--- src/rtl/fft_pair_issuer_pkg.sv ---
// rtl/fft_pair_issuer_pkg.sv - shared types and defaults for the stage-0 pair issuer
// Purpose: default frame size / component width, complex sample type, issuer FSM states.
// Ports: none (package).
package fft_pair_issuer_pkg;

  localparam int N_DEFAULT  = 16;
  localparam int DW_DEFAULT = 32;

  typedef struct packed {
    logic signed [DW_DEFAULT-1:0] re;
    logic signed [DW_DEFAULT-1:0] im;
  } cplx_t;

  typedef enum logic {
    FILL  = 1'b0,
    ISSUE = 1'b1
  } state_t;

endpackage

--- src/rtl/fft_pair_issuer_if.sv ---
// rtl/fft_pair_issuer_if.sv - sample-in stream and pair-out bus of the pair issuer
// Purpose: bundles the upstream valid/ready sample stream and the adder operand bus.
// Ports (modport master = issuer side):
//   in_valid/in_ready/in_real/in_imag : upstream complex samples
//   valid/last/pair_idx               : pair qualifier, final pair flag, pair index k
//   real_a/imag_a/real_b/imag_b       : x[k] and x[k+N/2]
//   busy                              : issuer is presenting pairs
interface fft_pair_issuer_if
  import fft_pair_issuer_pkg::*;
#(
  parameter int N  = N_DEFAULT,
  parameter int DW = DW_DEFAULT
);
  localparam int AW = $clog2(N);

  logic                 in_valid;
  logic                 in_ready;
  logic signed [DW-1:0] in_real;
  logic signed [DW-1:0] in_imag;
  logic                 valid;
  logic signed [DW-1:0] real_a;
  logic signed [DW-1:0] imag_a;
  logic signed [DW-1:0] real_b;
  logic signed [DW-1:0] imag_b;
  logic [AW-2:0]        pair_idx;
  logic                 last;
  logic                 busy;

  modport master (
    input  in_valid, in_real, in_imag,
    output in_ready, valid, real_a, imag_a, real_b, imag_b, pair_idx, last, busy
  );

  modport slave (
    output in_valid, in_real, in_imag,
    input  in_ready, valid, real_a, imag_a, real_b, imag_b, pair_idx, last, busy
  );

endinterface

--- src/rtl/fft_pair_issuer_sample_bank.sv ---
// rtl/fft_pair_issuer_sample_bank.sv - N-entry complex sample regfile, 1W / 2R
// Purpose: holds one frame; read ports return entries k and k+N/2 combinationally.
// Ports: clk, rst (async, active-high), we/waddr/wdata write port ({re,im} packed),
//        raddr = k, rdata_a = bank[k], rdata_b = bank[k+N/2].
module fft_sample_bank
  import fft_pair_issuer_pkg::*;
#(
  parameter int N  = N_DEFAULT,
  parameter int DW = DW_DEFAULT
) (
  input  logic                   clk,
  input  logic                   rst,
  input  logic                   we,
  input  logic [$clog2(N)-1:0]   waddr,
  input  logic [2*DW-1:0]        wdata,
  input  logic [$clog2(N)-2:0]   raddr,
  output logic [2*DW-1:0]        rdata_a,
  output logic [2*DW-1:0]        rdata_b
);

  logic [2*DW-1:0] mem_q [N];
  logic [2*DW-1:0] mem_d [N];

  always_comb begin
    mem_d = mem_q;
    if (we) mem_d[waddr] = wdata;
  end

  always_ff @(posedge clk or posedge rst) begin
    if (rst) begin
      for (int i = 0; i < N; i++) mem_q[i] <= '0;
    end else begin
      mem_q <= mem_d;
    end
  end

  // The top address bit selects the lower or upper half of the frame.
  assign rdata_a = mem_q[{1'b0, raddr}];
  assign rdata_b = mem_q[{1'b1, raddr}];

endmodule

--- src/rtl/fft_pair_issuer.sv ---
// rtl/fft_pair_issuer.sv - collects N samples, then issues stage-0 butterfly pairs
// Purpose: fills a sample bank from the upstream stream, then presents
//          (x[k], x[k+N/2]) for k = 0..N/2-1 on consecutive cycles with registered outputs.
// Ports: clk, rst (async, active-high), bus (fft_pair_issuer_if.master).
// Config: FFT_PAIR_ISSUER_PINGPONG_EN - two banks, filling continues while the other issues.
module fft_pair_issuer
  import fft_pair_issuer_pkg::*;
#(
  parameter int N  = N_DEFAULT,
  parameter int DW = DW_DEFAULT
) (
  input logic               clk,
  input logic               rst,
  fft_pair_issuer_if.master bus
);

  localparam int AW = $clog2(N);
  localparam int KW = AW - 1;
  localparam logic [AW-1:0] PTR_LAST = AW'(N - 1);
  localparam logic [KW-1:0] K_LAST   = KW'(N / 2 - 1);

  state_t          state_q, state_d;
  logic [AW-1:0]   wr_ptr_q, wr_ptr_d;
  logic [KW-1:0]   k_q, k_d;
  logic            valid_q, valid_d;
  logic            last_q, last_d;
  logic [KW-1:0]   pair_idx_q, pair_idx_d;
  logic [DW-1:0]   real_a_q, real_a_d, imag_a_q, imag_a_d;
  logic [DW-1:0]   real_b_q, real_b_d, imag_b_q, imag_b_d;
  logic            in_ready, accept, frame_done;
  logic [2*DW-1:0] rd_a, rd_b;

`ifdef FFT_PAIR_ISSUER_PINGPONG_EN
  logic            wr_bank_q, wr_bank_d, rd_bank_q, rd_bank_d;
  logic [1:0]      full_q, full_d;
  logic [2*DW-1:0] rd_a0, rd_b0, rd_a1, rd_b1;

  // Stall only when the bank being written is still full (i.e. both banks are occupied).
  assign in_ready = ~rst & ~full_q[wr_bank_q];

  fft_sample_bank #(.N(N), .DW(DW)) u_bank0 (
    .clk(clk), .rst(rst), .we(accept & ~wr_bank_q), .waddr(wr_ptr_q),
    .wdata({bus.in_real, bus.in_imag}), .raddr(k_q), .rdata_a(rd_a0), .rdata_b(rd_b0)
  );
  fft_sample_bank #(.N(N), .DW(DW)) u_bank1 (
    .clk(clk), .rst(rst), .we(accept & wr_bank_q), .waddr(wr_ptr_q),
    .wdata({bus.in_real, bus.in_imag}), .raddr(k_q), .rdata_a(rd_a1), .rdata_b(rd_b1)
  );

  assign rd_a = rd_bank_q ? rd_a1 : rd_a0;
  assign rd_b = rd_bank_q ? rd_b1 : rd_b0;
`else
  assign in_ready = ~rst & (state_q == FILL);

  fft_sample_bank #(.N(N), .DW(DW)) u_bank (
    .clk(clk), .rst(rst), .we(accept), .waddr(wr_ptr_q),
    .wdata({bus.in_real, bus.in_imag}), .raddr(k_q), .rdata_a(rd_a), .rdata_b(rd_b)
  );
`endif

  assign accept     = bus.in_valid & in_ready;
  assign frame_done = accept & (wr_ptr_q == PTR_LAST);

  always_comb begin
    state_d    = state_q;
    wr_ptr_d   = wr_ptr_q;
    k_d        = k_q;
    valid_d    = 1'b0;
    last_d     = 1'b0;
    pair_idx_d = pair_idx_q;
    real_a_d   = real_a_q;
    imag_a_d   = imag_a_q;
    real_b_d   = real_b_q;
    imag_b_d   = imag_b_q;
`ifdef FFT_PAIR_ISSUER_PINGPONG_EN
    wr_bank_d  = wr_bank_q;
    rd_bank_d  = rd_bank_q;
    full_d     = full_q;
    if (frame_done) begin
      full_d[wr_bank_q] = 1'b1;
      wr_bank_d         = ~wr_bank_q;
    end
`endif
    if (accept) wr_ptr_d = wr_ptr_q + AW'(1);

    case (state_q)
      FILL: begin
        if (frame_done) begin
          state_d = ISSUE;
          k_d     = '0;
        end
      end
      ISSUE: begin
        valid_d    = 1'b1;
        last_d     = (k_q == K_LAST);
        pair_idx_d = k_q;
        real_a_d   = rd_a[2*DW-1:DW];
        imag_a_d   = rd_a[DW-1:0];
        real_b_d   = rd_b[2*DW-1:DW];
        imag_b_d   = rd_b[DW-1:0];
        k_d        = k_q + KW'(1);  // wraps to 0 after the last pair
        if (k_q == K_LAST) begin
`ifdef FFT_PAIR_ISSUER_PINGPONG_EN
          full_d[rd_bank_q] = 1'b0;
          rd_bank_d         = ~rd_bank_q;
          // Chain straight into the other bank when it is (or is just becoming) full.
          if (!(full_q[~rd_bank_q] | frame_done)) state_d = FILL;
`else
          state_d = FILL;
`endif
        end
      end
      default: state_d = FILL;
    endcase
  end

  always_ff @(posedge clk or posedge rst) begin
    if (rst) begin
      state_q    <= FILL;
      wr_ptr_q   <= '0;
      k_q        <= '0;
      valid_q    <= 1'b0;
      last_q     <= 1'b0;
      pair_idx_q <= '0;
      real_a_q   <= '0;
      imag_a_q   <= '0;
      real_b_q   <= '0;
      imag_b_q   <= '0;
`ifdef FFT_PAIR_ISSUER_PINGPONG_EN
      wr_bank_q  <= 1'b0;
      rd_bank_q  <= 1'b0;
      full_q     <= '0;
`endif
    end else begin
      state_q    <= state_d;
      wr_ptr_q   <= wr_ptr_d;
      k_q        <= k_d;
      valid_q    <= valid_d;
      last_q     <= last_d;
      pair_idx_q <= pair_idx_d;
      real_a_q   <= real_a_d;
      imag_a_q   <= imag_a_d;
      real_b_q   <= real_b_d;
      imag_b_q   <= imag_b_d;
`ifdef FFT_PAIR_ISSUER_PINGPONG_EN
      wr_bank_q  <= wr_bank_d;
      rd_bank_q  <= rd_bank_d;
      full_q     <= full_d;
`endif
    end
  end

  assign bus.in_ready = in_ready;
  assign bus.valid    = valid_q;
  assign bus.last     = last_q;
  assign bus.pair_idx = pair_idx_q;
  assign bus.real_a   = real_a_q;
  assign bus.imag_a   = imag_a_q;
  assign bus.real_b   = real_b_q;
  assign bus.imag_b   = imag_b_q;
  assign bus.busy     = (state_q == ISSUE);

endmodule

--- src/flat_wrapper.sv ---
// flat-port wrapper written by rule: the top's interface ports become plain ports
module fft_pair_issuer_flat import fft_pair_issuer_pkg::*;
#(
  parameter int N  = N_DEFAULT,
  parameter int DW = DW_DEFAULT
)
  (clk, rst, bus_in_valid, bus_in_real, bus_in_imag, bus_in_ready, bus_valid, bus_real_a, bus_imag_a, bus_real_b, bus_imag_b, bus_pair_idx, bus_last, bus_busy);
  fft_pair_issuer_if #(.N(N), .DW(DW)) bus_i ();
  input logic clk;
  input logic rst;
  input wire logic [$bits(bus_i.in_valid)-1:0] bus_in_valid;
  input wire logic [$bits(bus_i.in_real)-1:0] bus_in_real;
  input wire logic [$bits(bus_i.in_imag)-1:0] bus_in_imag;
  output wire logic [$bits(bus_i.in_ready)-1:0] bus_in_ready;
  output wire logic [$bits(bus_i.valid)-1:0] bus_valid;
  output wire logic [$bits(bus_i.real_a)-1:0] bus_real_a;
  output wire logic [$bits(bus_i.imag_a)-1:0] bus_imag_a;
  output wire logic [$bits(bus_i.real_b)-1:0] bus_real_b;
  output wire logic [$bits(bus_i.imag_b)-1:0] bus_imag_b;
  output wire logic [$bits(bus_i.pair_idx)-1:0] bus_pair_idx;
  output wire logic [$bits(bus_i.last)-1:0] bus_last;
  output wire logic [$bits(bus_i.busy)-1:0] bus_busy;
  assign bus_i.in_valid = bus_in_valid;
  assign bus_i.in_real = bus_in_real;
  assign bus_i.in_imag = bus_in_imag;
  assign bus_in_ready = bus_i.in_ready;
  assign bus_valid = bus_i.valid;
  assign bus_real_a = bus_i.real_a;
  assign bus_imag_a = bus_i.imag_a;
  assign bus_real_b = bus_i.real_b;
  assign bus_imag_b = bus_i.imag_b;
  assign bus_pair_idx = bus_i.pair_idx;
  assign bus_last = bus_i.last;
  assign bus_busy = bus_i.busy;
  fft_pair_issuer #(.N(N), .DW(DW)) u_core (.clk(clk), .rst(rst), .bus(bus_i));
endmodule
--- config.mk ---
export PLATFORM = sky130hd
export DESIGN_NAME = fft_pair_issuer_flat
export DESIGN_NICKNAME = d
export VERILOG_FILES = /design/src/rtl/fft_pair_issuer_pkg.sv /design/src/rtl/fft_pair_issuer_if.sv /design/src/rtl/fft_pair_issuer_sample_bank.sv /design/src/rtl/fft_pair_issuer.sv /design/src/flat_wrapper.sv
export SDC_FILE = /design/constraint.sdc
export NUM_CORES = 2
export LEC_CHECK = 0
export CORE_UTILIZATION = 40
export DETAILED_ROUTE_END_ITERATION = 8
export PLACE_DENSITY = 0.63
export RECOVER_POWER = 50
export SLEW_MARGIN = 30
export SYNTH_ARGS = -nofsm -noshare
export SYNTH_HDL_FRONTEND = slang
export SYNTH_SLANG_ARGS = --single-unit
export TNS_END_PERCENT = 100
--- constraint.sdc ---
create_clock -name clk -period 57.9 [get_ports clk]
set_input_delay 8.685 -clock clk [delete_from_list [all_inputs] [get_ports clk]]
set_output_delay 8.685 -clock clk [all_outputs]
set_load 0.005 [all_outputs]
# --- Word level (Yosys, flattened, before mapping) ---
# Index checks and enable logic that the tools add are counted.
# Widths: inputs -> output; s select.
totals:
  wordCells: 60
  ff_bits: 1165
classes:
  n_mux: 16
  order_cmp: 4
  n_addsub: 2
  n_bitwise: 8
  n_eq_ne: 3
  n_reduce_logical: 1
ops:
  columns: ["op", "count"]
  rows:
  - ["$bwmux 1024", 1]
  - ["$bmux 64 s4", 2]
  - ["$mux 64", 5]
  - ["$demux 64 s4", 1]
  - ["$ge 5x5->1 const B", 3]
  - ["$not 4->5", 2]
  - ["$pmux 3 s2", 1]
  - ["$lt 5x1->1 const B", 1]
  - ["$not 3->5", 1]
  - ["$add 4x1->4 const B", 1]
  - ["$eq 4x4->1 const B", 1]
  - ["$mux 1", 4]
  - ["$add 3x1->3 const B", 1]
  - ["$and 1x1->1", 3]
  - ["$eq 3x3->1 const B", 1]
  - ["$mux 3", 1]
  - ["$ne 2x1->1 const B", 1]
  - ["$not 1->1", 2]
  - ["$pmux 1 s2", 1]
  - ["$logic_and 1x1->1", 1]

# --- Depth between registers and ports, before layout ---
depth:
  ltp_word: 6
  mapped_depth: 7
  mapped_depth_nobuf: 4

# --- Hierarchy ---
# From an unflattened synthesis, not the netlist that was laid out.
unflattened:
  cells_unflattened: 3005
  area_unflattened_um2: 51369.3
modules_own_cells:
  columns: ["module", "seq_area_each_um2", "area_per_inst_um2", "instances", "cells_each"]
  rows:
  - ["fft_sample_bank", 25624.6, 45663.8, 1, 2694]
  - ["fft_pair_issuer", 3528.4, 5705.5, 1, 311]

# --- Worst setup path before layout ---
# No wires, ideal clock.
synth_timing:
  path_type: "input to output"
  startpoint: "in rst"
  endpoint: "out bus_in_ready"
  slack_ns: 40.424
  arrival_time_ns: 8.791
  n_path_buf: 0
  path_stages: 1
  path_cell_list: "nor2_1"
synth_between:
  elab_chain_cells: 2
synth_rtl:
  columns: ["element", "line_no", "source"]
  rows:
  - ["start, declared", "flat_wrapper.sv:10", "input logic rst;"]
  - ["$not 1->1", "fft_pair_issuer.sv:53", "assign in_ready = ~rst & (state_q == FILL);"]
  - ["$and 1x1->1", "fft_pair_issuer.sv:53", null]
  - ["end, declared", "flat_wrapper.sv:14", "output wire logic [$bits(bus_i.in_ready)-1:0] bus_in_ready;"]
# Every way passes these cells.

==> results.sh <==
export IMPL_status="finished, violations left"
export IMPL_failing_checks="max-capacitance violations, max-slew violations"
export IMPL_cp_arrival_ps=21670
export IMPL_share_of_final_layout_standard_cells_stronger_than_drive_strength_1_pct=39.4
export IMPL_cts_sinks=1165
export IMPL_switchingPower_mw=0.829
export IMPL_synth_cell_types=35
export IMPL_final_max_slew_violation_count=1365
export IMPL_final_antenna_net_count=0
export IMPL_detail_route_vias_per_cell=5.62
export IMPL_timing_hold_worst_class="flop to flop"
export IMPL_tightest_slew_ps=8980
export IMPL_drtIter0Drc=1866
export IMPL_mappedNetlistNets=3248
export IMPL_clock_skew_final_ps=17.5
export IMPL_yosys_register_bits=1165
export IMPL_tritoncts_num_buffers=120
export IMPL_power_share_clock_pct=26.5
export IMPL_post_cts_hold_buffer_count=0
export IMPL_power_combinational_fraction_pct=29.1
export IMPL_setup_violations_final=0
export IMPL_post_dp_hpwl_um=68700
export IMPL_cts_root_buf="clkbuf_16"
export IMPL_htree_levels=3
export IMPL_worst_hold_check_slack_ps=488
export IMPL_report_power_total_mw=2.95
export IMPL_fin_ws_ps=37020
export IMPL_cellLeakagePower_nw=26.9
export IMPL_pre_cts_ws_ps=39260
export IMPL_startpoint_type="input port"
export IMPL_core_um2=126000
export IMPL_boundaryPins=202
export IMPL_die_width_um=358
export IMPL_ys_warnings_count=0
export IMPL_detailroute_via_count=28200
export IMPL_netlist_instances=3175
export IMPL_path_buf_inv=8
export IMPL_post_cts_resized=0
export IMPL_max_slew_margin_pct=-499
export IMPL_timing_critical_path_fanout_max=124
export IMPL_cellPowerDensity_nw_per_um2=51.3
export IMPL_initial_core_utilization_pct=40.3
export IMPL_unrepaired_setup_endpoints_after_global_routing="false"
export IMPL_cap_violations=28
export IMPL_routed_wirelength_um=128000
export IMPL_critical_path_max_stage_delay_ps=4640
export IMPL_synth_simple_gate_area_share_pct=0.610
export IMPL_synth_top_family_by_area="multiplexers"
export IMPL_timing_final_crit_period_ps=20880
export IMPL_critical_path_endpoint_type="async pin"
export IMPL_min_period_over_period_pct=36.1
export IMPL_cp_required_ps=58690
export IMPL_worstSetupPathType="input port to async pin"
export IMPL_cp_slowest_cell="clkbuf_1"
export IMPL_postSynthAreaPerCell_um2=16.0
export IMPL_xor_and_xnor_area_share_after_synthesis_pct=0.0518
export IMPL_cts_tree="built"
export IMPL_count_of_buffers_inserted_at_the_top_level_ports=201
export IMPL_antenna_found_initial=11
export IMPL_drc=0
export IMPL_pwr_share_seq_pct=44.4
export IMPL_irDropWorstVdd_uv=36.0
export IMPL_grt_util_all_layers_pct=20.3
export IMPL_area_growth_pct=13.3
export IMPL_avgRoutedWirePerCell_um=25.5
export IMPL_syn_cell_area_um2=50700
export IMPL_grt_pass1_wl_um=196000
export IMPL_synth_sequential_area_ratio_pct=57.5
export IMPL_rows=130
export IMPL_finalSetupTns_ps=0
export IMPL_maximum_root_to_sink_buffer_count=3
export IMPL_internal_power_mw=2.12
export IMPL_critPathTopFamily="buffers and inverters"
export IMPL_yosys_mux_area_fraction_pct=34.4
export IMPL_hold_violations=0
export IMPL_synth_fa_ha_area_share_pct=0.148
export IMPL_critical_path_cell_chain="dlygate4sd3_1 > clkinvlp_2 > clkbuf_1 > clkbuf_1 > buf_4 > buf_12 > buf_16 > buf_6"
export IMPL_die_h_um=358
export IMPL_cts_repair_timing_setup_buffer_count=0
export IMPL_grt_max_degree=169
export IMPL_switching_share_pct=28.1
export IMPL_grt_overflow_total=0
export IMPL_cpMostUsedCell="clkbuf_1"
export IMPL_clk_pin_slew_ps=60
export IMPL_firstDrtPassIters=5
export IMPL_vias_in_the_first_global_route=29700
export IMPL_achievable_frequency_ghz=0.0479
export IMPL_worst_skew_pair_latency_ps=730
export IMPL_final_gp_congestion=0.705
export IMPL_fraction_of_the_mapped_netlist_area_in_compound_gates_pct=4.18
export IMPL_n_fill_cell=11100
export IMPL_die_area_um2=128000
export IMPL_finalNetCount=3337
[registers in the layout (all words and copies together), names as in the netlist, 3 cells and up]
name	count
u_core.u_bank.mem_q	1024
u_core.bus.real_b	32
u_core.bus.imag_b	32
u_core.wr_ptr_q	4
u_core.bus.real_a	32
u_core.bus.imag_a	32
u_core.bus.pair_idx	3
u_core.k_q	3
[cell usage after synthesis]
cell          n  area [um^2]
dfrtp_1    1165        29200
mux2_2      895        10100
mux2i_1     256         2560
a221o_1     128         1280
mux4_2      128         2880
o22ai_1     128          801
mux2_4      120         1800
clkbuf_1    118          443
buf_2        97          485
buf_6        32          360
buf_4        28          210
buf_1        12         45.0
mux2_1       11          124
nand2_1       7         26.3
ha_1          6         75.1
nand3_4       5         87.6
and4_1        4         35.0
inv_1         4         15.0
nand3_2       4         40.0
nor2_1        4         15.0
o21ai_0       4         20.0
xnor2_1       3         26.3
a21o_1        2         15.0
and2b_1       2         15.0
nand3b_1      2         15.0
and2_1        1         6.26
and4b_1       1         10.0
inv_2         1         3.75
nand2b_1      1         6.26
nand3_1       1         5.00
nand4_1       1         6.26
nand4b_1      1         8.76
nand4bb_1     1         11.3
nor3b_2       1         12.5
or3b_2        1         8.76
[layer usage]
layer	global-route usage, %	wire, um	vias to the layer above
li1	-	-	12100
met1	29.0	60300	15500
met2	32.3	60500	470
met3	3.10	4930	167
met4	5.11	2330	12
met5	0	80	-
[cell usage in the layout, fill, tap and decap left out, types with 4 or more instances in the layout]
cell type,n
dfrtp_1,1164
mux2_2,894
mux2i_1,256
dlygate4sd3_1,134
mux4_2,128
o22ai_1,128
a221o_1,128
clkbuf_16,123
mux2_4,69
clkdlybuf4s50_1,67
mux2_1,63
clkbuf_1,45
clkbuf_8,30
clkinv_2,25
buf_4,21
nand3_1,9
buf_6,8
nand2_1,7
bufinv_16,7
ha_1,6
buf_12,6
inv_6,5
nor2_1,4
and4_1,4
o21ai_0,4
[power groups by stage]
stage,combinational (mW),clock [mW],sequential (mW)
detailed placement,0.869,0,1.32
CTS,0.870,0.802,1.31
finish,0.858,0.782,1.31
global route,0.927,0.835,1.35
global placement,0.849,0,1.31
floorplan,0.709,0,1.26
[per-stage QoR]
step                utilization [%]  cell area [um^2]  std cells
floorplan                         -             50700       3175
global placement               42.7             53700       4785
detailed placement             42.8             53900       4790
CTS                            46.0             57900       5011
global route                   45.7             57400       5013
finish                         45.7             57400       5016
[layout make-up]
cell class	instances	area [um^2]	area share (%)
Antenna cell	3	7.51	0.0131
Clock buffer	181	3600	6.26
Timing Repair Buffer	254	2470	4.30
Sequential cell	1165	29200	50.8
Tap cell	1650	2060	3.59
Clock inverter	40	402	0.699
Multi-Input combinational cell	1718	19700	34.3
Inverter	5	21.3	0.0370
[cells by family (layout without fill, tap and decap cells)]
group	Yosys count	in the layout
muxes	1410	1410
xor gates and xnor gates	3	3
DFF	1165	1165
other	0	3
adders and majority gates	6	6
buffers and inverters	292	480
and+or+nand+nor	37	37
AOI/OAI and AO/OA	262	262
[worst paths after layout]
check / start / end / slack, ps / depth (start not counted)
worst max register to register: u_core.bus.busy / u_core.bus.real_b[29] / 45050 / 6
worst min-delay path: u_core.u_bank.mem_q[847] / u_core.u_bank.mem_q[847] / 490 / 1
min in group asynchronous: rst / u_core.bus.pair_idx[0] / 10230 / 2
worst min register to register: u_core.u_bank.mem_q[847] / u_core.u_bank.mem_q[847] / 490 / 1
max in group clk: rst / bus_in_ready / 39270 / 3
worst max-delay path: rst / u_core.u_bank.mem_q[773] / 37020 / 8
Power figures use the tool's default switching activity.
